==> src/rtl/video_pkg.sv <==
// Types and widths shared by the video layer mixer and its sub-blocks.
// Sync fields travel together as one packed bundle so they are delayed as a unit.
package video_pkg;

    localparam int H_COUNT_W = 11;
    localparam int V_COUNT_W = 10;
    localparam int PIXEL_W   = 24;

    typedef enum logic [1:0] {
        MIX_XOR  = 2'd0,
        MIX_ADD  = 2'd1,
        MIX_MAX  = 2'd2,
        MIX_OVER = 2'd3
    } combine_mode_t;

    typedef struct packed {
        logic [H_COUNT_W-1:0] h_count;
        logic [V_COUNT_W-1:0] v_count;
        logic                 active_draw;
        logic                 new_frame;
    } sync_t;

endpackage

==> src/rtl/mixer_delay_line.sv <==
// Fixed-depth shift register with synchronous reset; DEPTH = 0 is a plain wire.
// Latency: DEPTH cycles.
// Backpressure: none, advances every cycle.
module mixer_delay_line #(
    parameter int WIDTH = 1,
    parameter int DEPTH = 1
) (
    input  logic             clk_pixel,
    input  logic             rst,
    input  logic [WIDTH-1:0] din,
    output logic [WIDTH-1:0] dout
);

    generate
        if (DEPTH == 0) begin : g_wire
            logic unused_clk_rst;
            assign unused_clk_rst = clk_pixel ^ rst;
            assign dout = din;
        end else begin : g_shift
            logic [WIDTH-1:0] stage [DEPTH];

            always_ff @(posedge clk_pixel) begin
                if (rst) begin
                    for (int k = 0; k < DEPTH; k++) stage[k] <= '0;
                end else begin
                    stage[0] <= din;
                    for (int k = 1; k < DEPTH; k++) stage[k] <= stage[k-1];
                end
            end

            assign dout = stage[DEPTH-1];
        end
    endgenerate

endmodule

==> src/rtl/video_layer_mixer.sv <==
// Aligns, gain-scales and combines N intensity layers into one pixel (optional tint: VIDEO_MIXER_TINT_EN).
// Latency: ALIGN_DEPTH + 3 cycles (+1 with tint), sync outputs delayed to match.
// Backpressure: none, the pipeline advances every pixel clock.
module video_layer_mixer
    import video_pkg::*;
#(
    parameter int LAYER_COUNT                 = 4,
    parameter int INTENSITY_WIDTH             = 8,
    parameter int GAIN_WIDTH                  = 10,
    parameter int ALIGN_DEPTH                 = 4,
    parameter int LAYER_LATENCY [LAYER_COUNT] = '{default: 0}
) (
    input  logic                                        clk_pixel,
    input  logic                                        rst,
    input  logic [H_COUNT_W-1:0]                        h_count_in,
    input  logic [V_COUNT_W-1:0]                        v_count_in,
    input  logic                                        active_draw_in,
    input  logic                                        new_frame_in,
    input  logic [LAYER_COUNT-1:0][INTENSITY_WIDTH-1:0] layer_intensity,
    input  logic [LAYER_COUNT-1:0][GAIN_WIDTH-1:0]      layer_gain,
    input  logic [1:0]                                  combine_mode,
`ifdef VIDEO_MIXER_TINT_EN
    input  logic [LAYER_COUNT-1:0][PIXEL_W-1:0]         layer_tint,
`endif
    output logic [PIXEL_W-1:0]                          pixel_out,
    output logic [H_COUNT_W-1:0]                        h_count_out,
    output logic [V_COUNT_W-1:0]                        v_count_out,
    output logic                                        active_draw_out,
    output logic                                        new_frame_out
);

    localparam int IW = INTENSITY_WIDTH;
    localparam int GW = GAIN_WIDTH;

    typedef logic [LAYER_COUNT-1:0][IW-1:0] lanes_t;

    // All-ones gain is exact unity rather than (2^GW-1)/2^GW.
    function automatic logic [IW-1:0] scale(input logic [IW-1:0] i, input logic [GW-1:0] g);
        logic [IW+GW-1:0] prod;
        prod  = {{GW{1'b0}}, i} * {{IW{1'b0}}, g};
        scale = (&g) ? i : prod[IW+GW-1:GW];
    endfunction

    function automatic logic [LAYER_COUNT-1:0] nonzero(input lanes_t v);
        logic [LAYER_COUNT-1:0] m;
        m = '0;
        for (int i = 0; i < LAYER_COUNT; i++) m[i] = |v[i];
        nonzero = m;
    endfunction

    // OVER picks by `sel` so tinted lanes still select on their untinted intensity.
    function automatic logic [IW-1:0] combine(input lanes_t v, input logic [LAYER_COUNT-1:0] sel,
                                              input combine_mode_t m);
        logic [IW-1:0] acc_xor, acc_max, acc_over, res;
        logic [IW+3:0] acc_sum;
        acc_xor  = '0;
        acc_max  = '0;
        acc_over = '0;
        acc_sum  = '0;
        for (int i = 0; i < LAYER_COUNT; i++) begin
            acc_xor = acc_xor ^ v[i];
            acc_sum = acc_sum + {4'b0000, v[i]};
            if (v[i] > acc_max) acc_max = v[i];
            if (sel[i]) acc_over = v[i];
        end
        case (m)
            MIX_XOR: res = acc_xor;
            MIX_ADD: res = (|acc_sum[IW+3:IW]) ? '1 : acc_sum[IW-1:0];
            MIX_MAX: res = acc_max;
            default: res = acc_over;
        endcase
        combine = res;
    endfunction

    generate
        if (LAYER_COUNT < 1 || LAYER_COUNT > 8) begin : g_bad_count
            $error("video_layer_mixer: LAYER_COUNT must be 1..8");
        end
        if (3 * IW != PIXEL_W) begin : g_bad_width
            $error("video_layer_mixer: three intensity channels must fill the pixel");
        end
    endgenerate

    // Alignment: sync by ALIGN_DEPTH, each layer by the remainder of its own lag.
    sync_t  sync_in, sync_al;
    lanes_t lay_al;

    assign sync_in = '{h_count: h_count_in, v_count: v_count_in,
                       active_draw: active_draw_in, new_frame: new_frame_in};

    mixer_delay_line #(.WIDTH($bits(sync_t)), .DEPTH(ALIGN_DEPTH)) u_sync_align (
        .clk_pixel (clk_pixel),
        .rst       (rst),
        .din       (sync_in),
        .dout      (sync_al)
    );

    generate
        for (genvar i = 0; i < LAYER_COUNT; i++) begin : g_lane
            if (LAYER_LATENCY[i] < 0 || LAYER_LATENCY[i] > ALIGN_DEPTH) begin : g_bad_lat
                $error("video_layer_mixer: LAYER_LATENCY entry exceeds ALIGN_DEPTH");
            end
            mixer_delay_line #(
                .WIDTH (IW),
                .DEPTH ((LAYER_LATENCY[i] > ALIGN_DEPTH) ? 0 : ALIGN_DEPTH - LAYER_LATENCY[i])
            ) u_lane_align (
                .clk_pixel (clk_pixel),
                .rst       (rst),
                .din       (layer_intensity[i]),
                .dout      (lay_al[i])
            );
        end
    endgenerate

    // Frame-latched settings; the new_frame pixel itself already sees the new values.
    logic [LAYER_COUNT-1:0][GW-1:0] gain_sh, gain_eff;
    combine_mode_t                  mode_sh, mode_eff;
    logic                           live_sh, live_eff;

    always_ff @(posedge clk_pixel) begin
        if (rst) begin
            gain_sh <= '0;
            mode_sh <= MIX_XOR;
            live_sh <= 1'b0;
        end else if (sync_al.new_frame) begin
            gain_sh <= layer_gain;
            mode_sh <= combine_mode_t'(combine_mode);
            live_sh <= 1'b1;
        end
    end

    always_comb begin
        gain_eff = sync_al.new_frame ? layer_gain : gain_sh;
        mode_eff = sync_al.new_frame ? combine_mode_t'(combine_mode) : mode_sh;
        live_eff = sync_al.new_frame | live_sh;
    end

    // S1: per-layer gain.
    lanes_t        s1_val;
    sync_t         s1_sync;
    combine_mode_t s1_mode;
    logic          s1_show;

    always_ff @(posedge clk_pixel) begin
        if (rst) begin
            s1_val  <= '0;
            s1_sync <= '0;
            s1_mode <= MIX_XOR;
            s1_show <= 1'b0;
        end else begin
            for (int i = 0; i < LAYER_COUNT; i++) s1_val[i] <= scale(lay_al[i], gain_eff[i]);
            s1_sync <= sync_al;
            s1_mode <= mode_eff;
            s1_show <= live_eff & sync_al.active_draw;
        end
    end

    // Combined colour feeding the output register.
    logic [PIXEL_W-1:0] mix_rgb;
    sync_t              mix_sync;
    logic               mix_show;

`ifdef VIDEO_MIXER_TINT_EN
    logic [LAYER_COUNT-1:0][PIXEL_W-1:0] tint_sh, tint_eff, s1_tint;
    lanes_t                              t2 [3];
    logic [LAYER_COUNT-1:0]              s2_sel;
    sync_t                               s2_sync;
    combine_mode_t                       s2_mode;
    logic                                s2_show;

    function automatic logic [IW-1:0] tint_scale(input logic [IW-1:0] s, input logic [7:0] t);
        logic [IW+7:0] prod;
        prod       = {8'h00, s} * {{IW{1'b0}}, t};
        tint_scale = (&t) ? s : prod[IW+7:8];
    endfunction

    always_ff @(posedge clk_pixel) begin
        if (rst) tint_sh <= '0;
        else if (sync_al.new_frame) tint_sh <= layer_tint;
    end

    assign tint_eff = sync_al.new_frame ? layer_tint : tint_sh;

    always_ff @(posedge clk_pixel) begin
        if (rst) begin
            s1_tint  <= '0;
            t2       <= '{default: '0};
            s2_sel   <= '0;
            s2_sync  <= '0;
            s2_mode  <= MIX_XOR;
            s2_show  <= 1'b0;
            mix_rgb  <= '0;
            mix_sync <= '0;
            mix_show <= 1'b0;
        end else begin
            s1_tint <= tint_eff;
            for (int ch = 0; ch < 3; ch++) begin
                for (int i = 0; i < LAYER_COUNT; i++) begin
                    t2[ch][i] <= tint_scale(s1_val[i], s1_tint[i][23-8*ch -: 8]);
                end
            end
            s2_sel   <= nonzero(s1_val);
            s2_sync  <= s1_sync;
            s2_mode  <= s1_mode;
            s2_show  <= s1_show;
            mix_rgb  <= {combine(t2[0], s2_sel, s2_mode),
                         combine(t2[1], s2_sel, s2_mode),
                         combine(t2[2], s2_sel, s2_mode)};
            mix_sync <= s2_sync;
            mix_show <= s2_show;
        end
    end
`else
    logic [IW-1:0] grey;

    assign grey = combine(s1_val, nonzero(s1_val), s1_mode);

    always_ff @(posedge clk_pixel) begin
        if (rst) begin
            mix_rgb  <= '0;
            mix_sync <= '0;
            mix_show <= 1'b0;
        end else begin
            mix_rgb  <= {grey, grey, grey};
            mix_sync <= s1_sync;
            mix_show <= s1_show;
        end
    end
`endif

    // Output stage: blank outside the visible region or before the first frame.
    always_ff @(posedge clk_pixel) begin
        if (rst) begin
            pixel_out       <= '0;
            h_count_out     <= '0;
            v_count_out     <= '0;
            active_draw_out <= 1'b0;
            new_frame_out   <= 1'b0;
        end else begin
            pixel_out       <= mix_show ? mix_rgb : '0;
            h_count_out     <= mix_sync.h_count;
            v_count_out     <= mix_sync.v_count;
            active_draw_out <= mix_sync.active_draw;
            new_frame_out   <= mix_sync.new_frame;
        end
    end

endmodule
==> config.mk <==
export PLATFORM = sky130hd
export DESIGN_NAME = video_layer_mixer
export DESIGN_NICKNAME = d
export VERILOG_FILES = /design/src/rtl/video_pkg.sv /design/src/rtl/mixer_delay_line.sv /design/src/rtl/video_layer_mixer.sv
export SDC_FILE = /design/constraint.sdc
export NUM_CORES = 1
export LEC_CHECK = 0
export ABC_AREA = 1
export CAP_MARGIN = 10
export CORE_MARGIN = 2
export CORE_UTILIZATION = 38
export CTS_BUF_LIST = sky130_fd_sc_hd__clkbuf_4 sky130_fd_sc_hd__clkbuf_8
export DETAILED_ROUTE_END_ITERATION = 6
export PLACE_DENSITY = 0.55
export SYNTH_ARGS = -nofsm -noshare
export SYNTH_HDL_FRONTEND = slang
export SYNTH_SLANG_ARGS = --single-unit
==> constraint.sdc <==
create_clock -name clk_pixel -period 5.75 [get_ports clk_pixel]
set_input_delay 1.15 -clock clk_pixel [delete_from_list [all_inputs] [get_ports clk_pixel]]
set_output_delay 1.15 -clock clk_pixel [all_outputs]
set_load 0.05 [all_outputs]
==> results of run 1 <==
## tightest hold or removal path, cell delays in order (launching register included)
cell	delay [ps]
dfxtp_1	300
inv_1	50
nor2_1	30
## worst min path at each step
stage,endpoint,slack [ps]
2_1_floorplan,active_draw_out$_SDFF_PP0_,390
3_3_place_gp,mix_sync[7]$_SDFF_PP0_,390
3_5_place_dp,u_sync_align.g_shift.stage[3][0]$_SDFF_PP0_,390
4_1_cts,s1_sync[17]$_SDFF_PP0_,390
5_1_grt,g_lane[2].u_lane_align.g_shift.stage[1][1]$_SDFF_PP0_,400
6_report,u_sync_align.g_shift.stage[3][20]$_SDFF_PP0_,390
## layout make-up
class                   instances  area [um2]  area share, %
inverters                     715        2690           9.71
flip-flops and latches        382        7650           27.6
well taps                     790         988           3.57
clock inverters                21         240          0.868
repair buffers                222        2050           7.39
diodes                          2        5.00         0.0181
clock buffers                 106        1320           4.77
multi-input cells            1853       12700           46.0
## flip-flops by register name, summed over array words and instances (netlist names)
name,cells
s1_mode,2
u_sync_align.g_shift.stage,92
s1_val,32
new_frame_out,1
h_count_out,11
s1_show,1
pixel_out,8
mix_show,1
gain_sh,40
s1_sync,23
mix_rgb,8
live_sh,1
mix_sync,23
active_draw_out,1
g_lane.u_lane_align.g_shift.stage,128
v_count_out,10
## cells in the final DEF (no fill, tap or decap), drive strengths merged, types with 92 or more instances in the layout
master	instances
fa	204
clkbuf	106
inv	720
ha	173
nand3	128
clkdlybuf4s50	144
a21oi	123
nor2	561
o21ai	92
dfxtp	382
nand2	459
## metrics by stage
step / TNS (ps) / setup WS (ps) / hold WS [ps] / util (%) / total power [mW]
2_1_floorplan: 0 / 631 / 388 / - / 3.02
3_3_place_gp: -401 / -106 / 389 / 42.5 / 3.20
3_5_place_dp: -804 / -127 / 389 / 42.5 / 3.20
4_1_cts: 0 / 452 / 387 / 45.0 / 6.07
5_1_grt: 0 / 64.6 / 402 / 45.0 / 6.24
6_report: 0 / 479 / 386 / 45.0 / 5.95
## routing by layer
metal	vias to the layer above	global-route usage, %
li1	9443	-
met5	-	0
met2	445	30.5
met4	2	5.85
met3	121	4.24
met1	8760	24.4
## logic make-up after synthesis
| family | count (synthesis) | synth area share [%] |
|---|---|---|
| AOI/OAI and AO/OA | 239 | 5.73 |
| buffers and inverters | 799 | 13.4 |
| xor gates and xnor gates | 11 | 0.409 |
| and+or+nand+nor | 1226 | 21.5 |
| adders and majority gates | 377 | 26.5 |
| DFF | 382 | 32.5 |
## Yosys cell counts (all sizes together) (3+ instances only)
cell and count:
a21o 5, a21oi 123, and2 7, buf 43, clkbuf 41, dfxtp 382, fa 204, ha 173
inv 715, nand2 459, nand3 128, nand3b 8, nand4 10, nor2 561, nor3 11, nor4 15
o21a 3, o21ai 92, o21bai 5, o31ai 4, or2 26, xnor2 6, xor2 5
## where the power goes
group / switching [mW] / internal, mW
Clock: 1.21 / 1.60
Sequential: 0.0271 / 2.71
Combinational: 0.244 / 0.160
Total: 1.48 / 4.47
==> impl_results.md, run 1 <==
* Worst-Skew Late Latency at ~670 ps
* Cell count after synthesis at ~3000
* Final hold vios at 0
* Fin crit share at 91.7%
* Synthesized area at roughly 24000 um2
* Largest net degree at the start of global routing at approximately 230
* Dominant cell type by area after synthesis: dfxtp_1
* Peak supply drop at roughly 0.21 mV
* Area Overhead vs Synth at 17.6%
* Post-synthesis sequential area ratio at 32.5%
* Fmax at approximately 0.19 GHz
* Async set or reset register ratio after synthesis at 0%
* Die X at 253 um
* Status: finished, final reports clean
* Finish-stage setup viols at 0
* Tmin final at 5270 ps
* Num CTS Buffers at between 70 and 80
* # Post-CTS Setup Buffers at 0
* Worst Path Buf+Inv at 4
* RSZ-0062 raised after global routing: false
* Resized Gates After CTS at 0
* Worst R2R Path Depth at 21
* Share of the synthesized area in the top cell type at 32.5%
* Clk sinks at between 300 and 400
* Worst reg2reg path startpoint: u_sync_align.g_shift.stage[3][0]$_SDFF_PP0_
* Proportion of layout cells with a drive suffix above 1 at ~8.1%
* Placeable core area at between 60000 and 70000 um2
* Slew at the pin with the worst max-slew slack at approximately 950 ps
* Wire per inst at ~14 um
* Top sig layer: met5
* Metal1 wirelength at roughly 27000 um
* End of the critical path: s1_val[7]$_SDFF_PP0_
* Hold buffers post-CTS at 0
* Worst Hold Launch: u_sync_align.g_shift.stage[2][20]$_SDFF_PP0_
* DRT iter0 DRCs at ~970
* Cell repeated most along the worst path: nand2_1
* # fillers at 6256
* Hold depth at 2
* Syn avg cell area at approximately 7.8 um2
* ANT nets after route at 0
* Relative slew slack at around 37%
* Initial antenna violation count at 3
* Final std cells w/o fill at a little over 4000
* Port Buffers at about 150
* Crit-path cells: inv_4 -> or2_1 -> o21ai_1 -> inv_1 -> nand2_1 -> fa_1 -> fa_1 -> fa_1 -> fa_1 -> inv_1 -> ha_1 -> a21oi_1 -> o21ai_0 -> a21oi_1 -> nand2_1 -> nand2_1 -> nand2_1 -> nand2_1 -> nand3_1 -> nand2_1 -> inv_1
* Metal3 WL at 3340 um
* Placed cells at ~4000
* Die height at about 250 um
* Max-slew violation count at 0
* Critical Path End Type: flop
* Finished Cell Area at between 20000 and 30000 um2
* Slowest CP cell: dfxtp_4
* Synth top area cells: dfxtp_1 32%, fa_1 17%, inv_1 11%
* # nets final at between 3000 and 4000
* CTS Buffer Depth at 3
* Main synth FF type: dfxtp_1
* H-tree depth at 3
* Die ar. at 64000 um2
* Post-Syn Nets at between 3000 and 4000
* CP Max Fanout at 27
* Gpl congestion at about 0.9
* Row count at between 90 and 100
* Vias per cell at 4.59
* Syn. warnings at 0
* Post-DP HPWL at 44600 um
* First-pass GRT wire length at approximately 95000 um
* PwrDens at 215 nW/um2
* Worst r2r dst: s1_val[7]$_SDFF_PP0_
* Area after DPL at 26100 um2
* Vias in the first global route at between 15000 and 20000
* Setup Crit Path Kind: flop to flop
* DRC viols at 0
* Reg-to-reg slack, setup at about 480 ps
* EDFF count, synth at 0
* Via count at 18771
* Root Buffer: clkbuf_8
* Met2 routed wirelength at ~26000 um
* Initial core utilization at 38.3%
* Worst Setup SP: u_sync_align.g_shift.stage[3][0]$_SDFF_PP0_
* Worst-path clk slew at about 60 ps
* CTS tree: done
* Critical path required time at between 6000 and 7000 ps
* FF+latch count, synth at 382
* Netlist cell types at 51
* CP top delay family: adder cells
* GRT Resource Usage Total at roughly a fifth
* Io pins at roughly 150
* Startpoint Class: flop
* Hold Path Class: flop to flop
* Overflow left after global routing at 0
* Detailed Routing Iterations Pass 1 at 5
* MaxCap Viol Count at 0
* WP depth at 21
* CP max stage delay at slightly below 600 ps
* Worst Clk Skew at ~26 ps
* Leakage at about 13 nW
* DRT Wirelength at about 58000 um
* CP Data Arrival Time at approximately 5800 ps
(Power assumes the default switching activity.)
==> inputs of run 2 (changes only) <==
--- a/config.mk
+++ b/config.mk
@@ -11,7 +11,7 @@
 export CORE_UTILIZATION = 38
 export CTS_BUF_LIST = sky130_fd_sc_hd__clkbuf_4 sky130_fd_sc_hd__clkbuf_8
 export DETAILED_ROUTE_END_ITERATION = 6
-export PLACE_DENSITY = 0.55
+export PLACE_DENSITY_LB_ADDON = 0.1
 export SYNTH_ARGS = -nofsm -noshare
 export SYNTH_HDL_FRONTEND = slang
 export SYNTH_SLANG_ARGS = --single-unit
==> run 2 against run 1 <==
Worst setup slack improved by 120 ps. Via count fell by 0.91%. Largest power group unchanged. Total power is 1.8% higher. Clock power up 4%. Highest routed layer unchanged.
==> impl_results.md, run 2 (same netlist as run 1, synthesis figures left out) <==
* Clk sinks at 382 (unchanged)
* Vias in the first global route at 18595 (-2.7%)
* Area after DPL at 26100 um2 (-0.18%)
* RSZ-0062 raised after global routing: false
* Root Buffer: clkbuf_8
* Critical path required time at 6270 ps (-40 ps)
* Cell repeated most along the worst path: nand2_1
* Fmax at 0.194 GHz (+2.4%)
* Final worst setup slack at 604 ps (+125 ps)
* Wire per inst at 14.3 um (+1.3%)
* Die height at 253 um (unchanged)
* # nets final at 3711 (-0.27%)
* Fin crit share at 89.5% (-2.2 points)
* Peak supply drop at 0.217 mV (+1.7%)
* Resized Gates After CTS at 0 (unchanged)
* Io pins at 146 (unchanged)
* CP Max Fanout at 4 (-85%)
* Final hold vios at 0 (unchanged)
* DRC viols at 0 (unchanged)
* Slowest CP cell: fa_1
* Die X at 253 um (unchanged)
* Die ar. at 64000 um2 (unchanged)
* Overflow left after global routing at 0 (unchanged)
* Finished Cell Area at 27700 um2 (about the same)
* Gpl congestion at 0.881 (-4.9%)
* CP max stage delay at 560 ps (-30 ps)
* Placeable core area at 61500 um2 (unchanged)
* Pre-CTS setup slack at -35.9 ps (+91.5 ps)
* Most frequent cells in the layout: 709 x inv_1, 558 x nor2_1, 454 x nand2_1
* Final Util at 45.0% (about the same)
* Placed cells at 3954 (-0.20%)
* First-pass GRT wire length at 95400 um (+0.27%)
* Area Overhead vs Synth at 17.6% (about the same)
* Initial antenna violation count at 4 (+1)
* Worst-Skew Late Latency at 670 ps (about the same)
* Relative slew slack at 35.7% (-0.92 points)
* Worst Clk Skew at 44.5 ps (+18.2 ps)
* Num CTS Buffers at 69 (-2.8%)
* Crit-path cells: clkdlybuf4s50_1 -> or2_1 -> o21ai_1 -> inv_1 -> nand2_1 -> fa_1 -> fa_1 -> fa_1 -> fa_1 -> inv_1 -> ha_1 -> a21oi_1 -> o21ai_0 -> a21oi_1 -> nand2_1 -> nand2_1 -> nand2_1 -> nand2_1 -> nand3_1 -> nand2_1 -> inv_1
* CTS Buffer Depth at 3 (unchanged)
* CP top delay family: adder cells
* H-tree depth at 3 (unchanged)
* Row count at 91 (unchanged)
* Leakage at 13.3 nW (-0.19%)
* Status: finished, final reports clean
* Most common cell after layout, fill and taps aside: inv_1
* Port Buffers at 145 (unchanged)
* Detailed Routing Iterations Pass 1 at 5 (unchanged)
* Max-slew violation count at 0 (unchanged)
* Tmin final at 5150 ps (-125 ps)
* Initial core utilization at 38.3% (unchanged)
* Proportion of layout cells with a drive suffix above 1 at 7.73% (-0.36 points)
* Critical Path End Type: flop
* # Post-CTS Setup Buffers at 0 (unchanged)
* PwrDens at 219 nW/um2 (+1.8%)
* CP Data Arrival Time at 5670 ps (-160 ps)
* Via count at 18601 (-0.91%)
* Finish-stage setup viols at 0 (unchanged)
* Number of flip-flops under the largest register name at 128 (unchanged)
* ANT nets after route at 0 (unchanged)
* Slew at the pin with the worst max-slew slack at 964 ps (+13.8 ps)
* Setup Crit Path Kind: input pin to flop
* CTS tree: done
* Post-DP HPWL at 45500 um (+1.8%)
* Largest net degree at the start of global routing at 207 (-8.0%)
* DRT Wirelength at 58300 um (+0.98%)
* Most flop-heavy register: g_lane.u_lane_align.g_shift.stage
* Hold buffers post-CTS at 0 (unchanged)
* DRT iter0 DRCs at 914 (-5.3%)
* Startpoint Class: input pin
* Largest regs: g_lane.u_lane_align.g_shift.stage x128, u_sync_align.g_shift.stage x92, gain_sh x40
* Final std cells w/o fill at 4077 (-0.34%)
* Worst Path Buf+Inv at 4 (unchanged)
* Vias per cell at 4.56 (-0.57%)
* # fillers at 6268 (+0.19%)
* Hold Path Class: flop to flop
* GRT Resource Usage Total at 18.7% (+0.083 points)
* Worst-path clk slew at 60 ps (about the same)
* Min Hold Slack at 382 ps (-3.82 ps)
* MaxCap Viol Count at 0 (unchanged)
==> run 2: stage by stage <==
stage / TNS [ps] / power (mW)
final: 0 / 6.06
after global routing: 0 / 6.36
after CTS: 0 / 6.19
after detailed placement: -60.8 / 3.20
after global placement: -10.3 / 3.20
after floorplan: 0 / 3.02
==> run 2: layer usage <==
| layer | track usage, % | up-vias | wire, um |
|---|---|---|---|
| li1 | - | 9423 | - |
| met1 | 24.5 | 8649 | 26800 |
| met2 | 31.3 | 423 | 27000 |
| met3 | 3.80 | 102 | 3050 |
| met4 | 5.44 | 4 | 1400 |
| met5 | 0 | - | 29 |
==> run 2: final cells by class <==
class	count	area, um2	area share [%]
timing repair buffer	214	2000	7.22
clock buffer	104	1340	4.83
antenna	1	2.50	0.00904
clock inverter	18	282	1.02
sequential	382	7650	27.6
multi-input combinational	1853	12700	46.0
tap	790	988	3.57
inverter	715	2690	9.71
==> run 2: worst paths after layout <==
check                                                                  from                       end  slack (ps)  cells after the start
worst min-delay path                                 mix_rgb[18]$_SDFF_PP0_  pixel_out[18]$_SDFF_PP0_         380                      2
worst min register to register                       mix_rgb[18]$_SDFF_PP0_  pixel_out[18]$_SDFF_PP0_         380                      2
worst max register to register  u_sync_align.g_shift.stage[3][0]$_SDFF_PP0_      s1_val[7]$_SDFF_PP0_         610                     21
worst max-delay path                                          layer_gain[6]      s1_val[7]$_SDFF_PP0_         600                     21
==> run 2: report_power, final <==
part,internal [mW],switching (mW)
logic,0.159,0.239
registers,2.71,0.0269
clock network,1.74,1.18
total,4.61,1.45
==> run 2: tightest hold or removal path: stages, from the launching register on <==
cell and delay [ps]:
dfxtp_1 290, inv_1 40, nor2_1 30
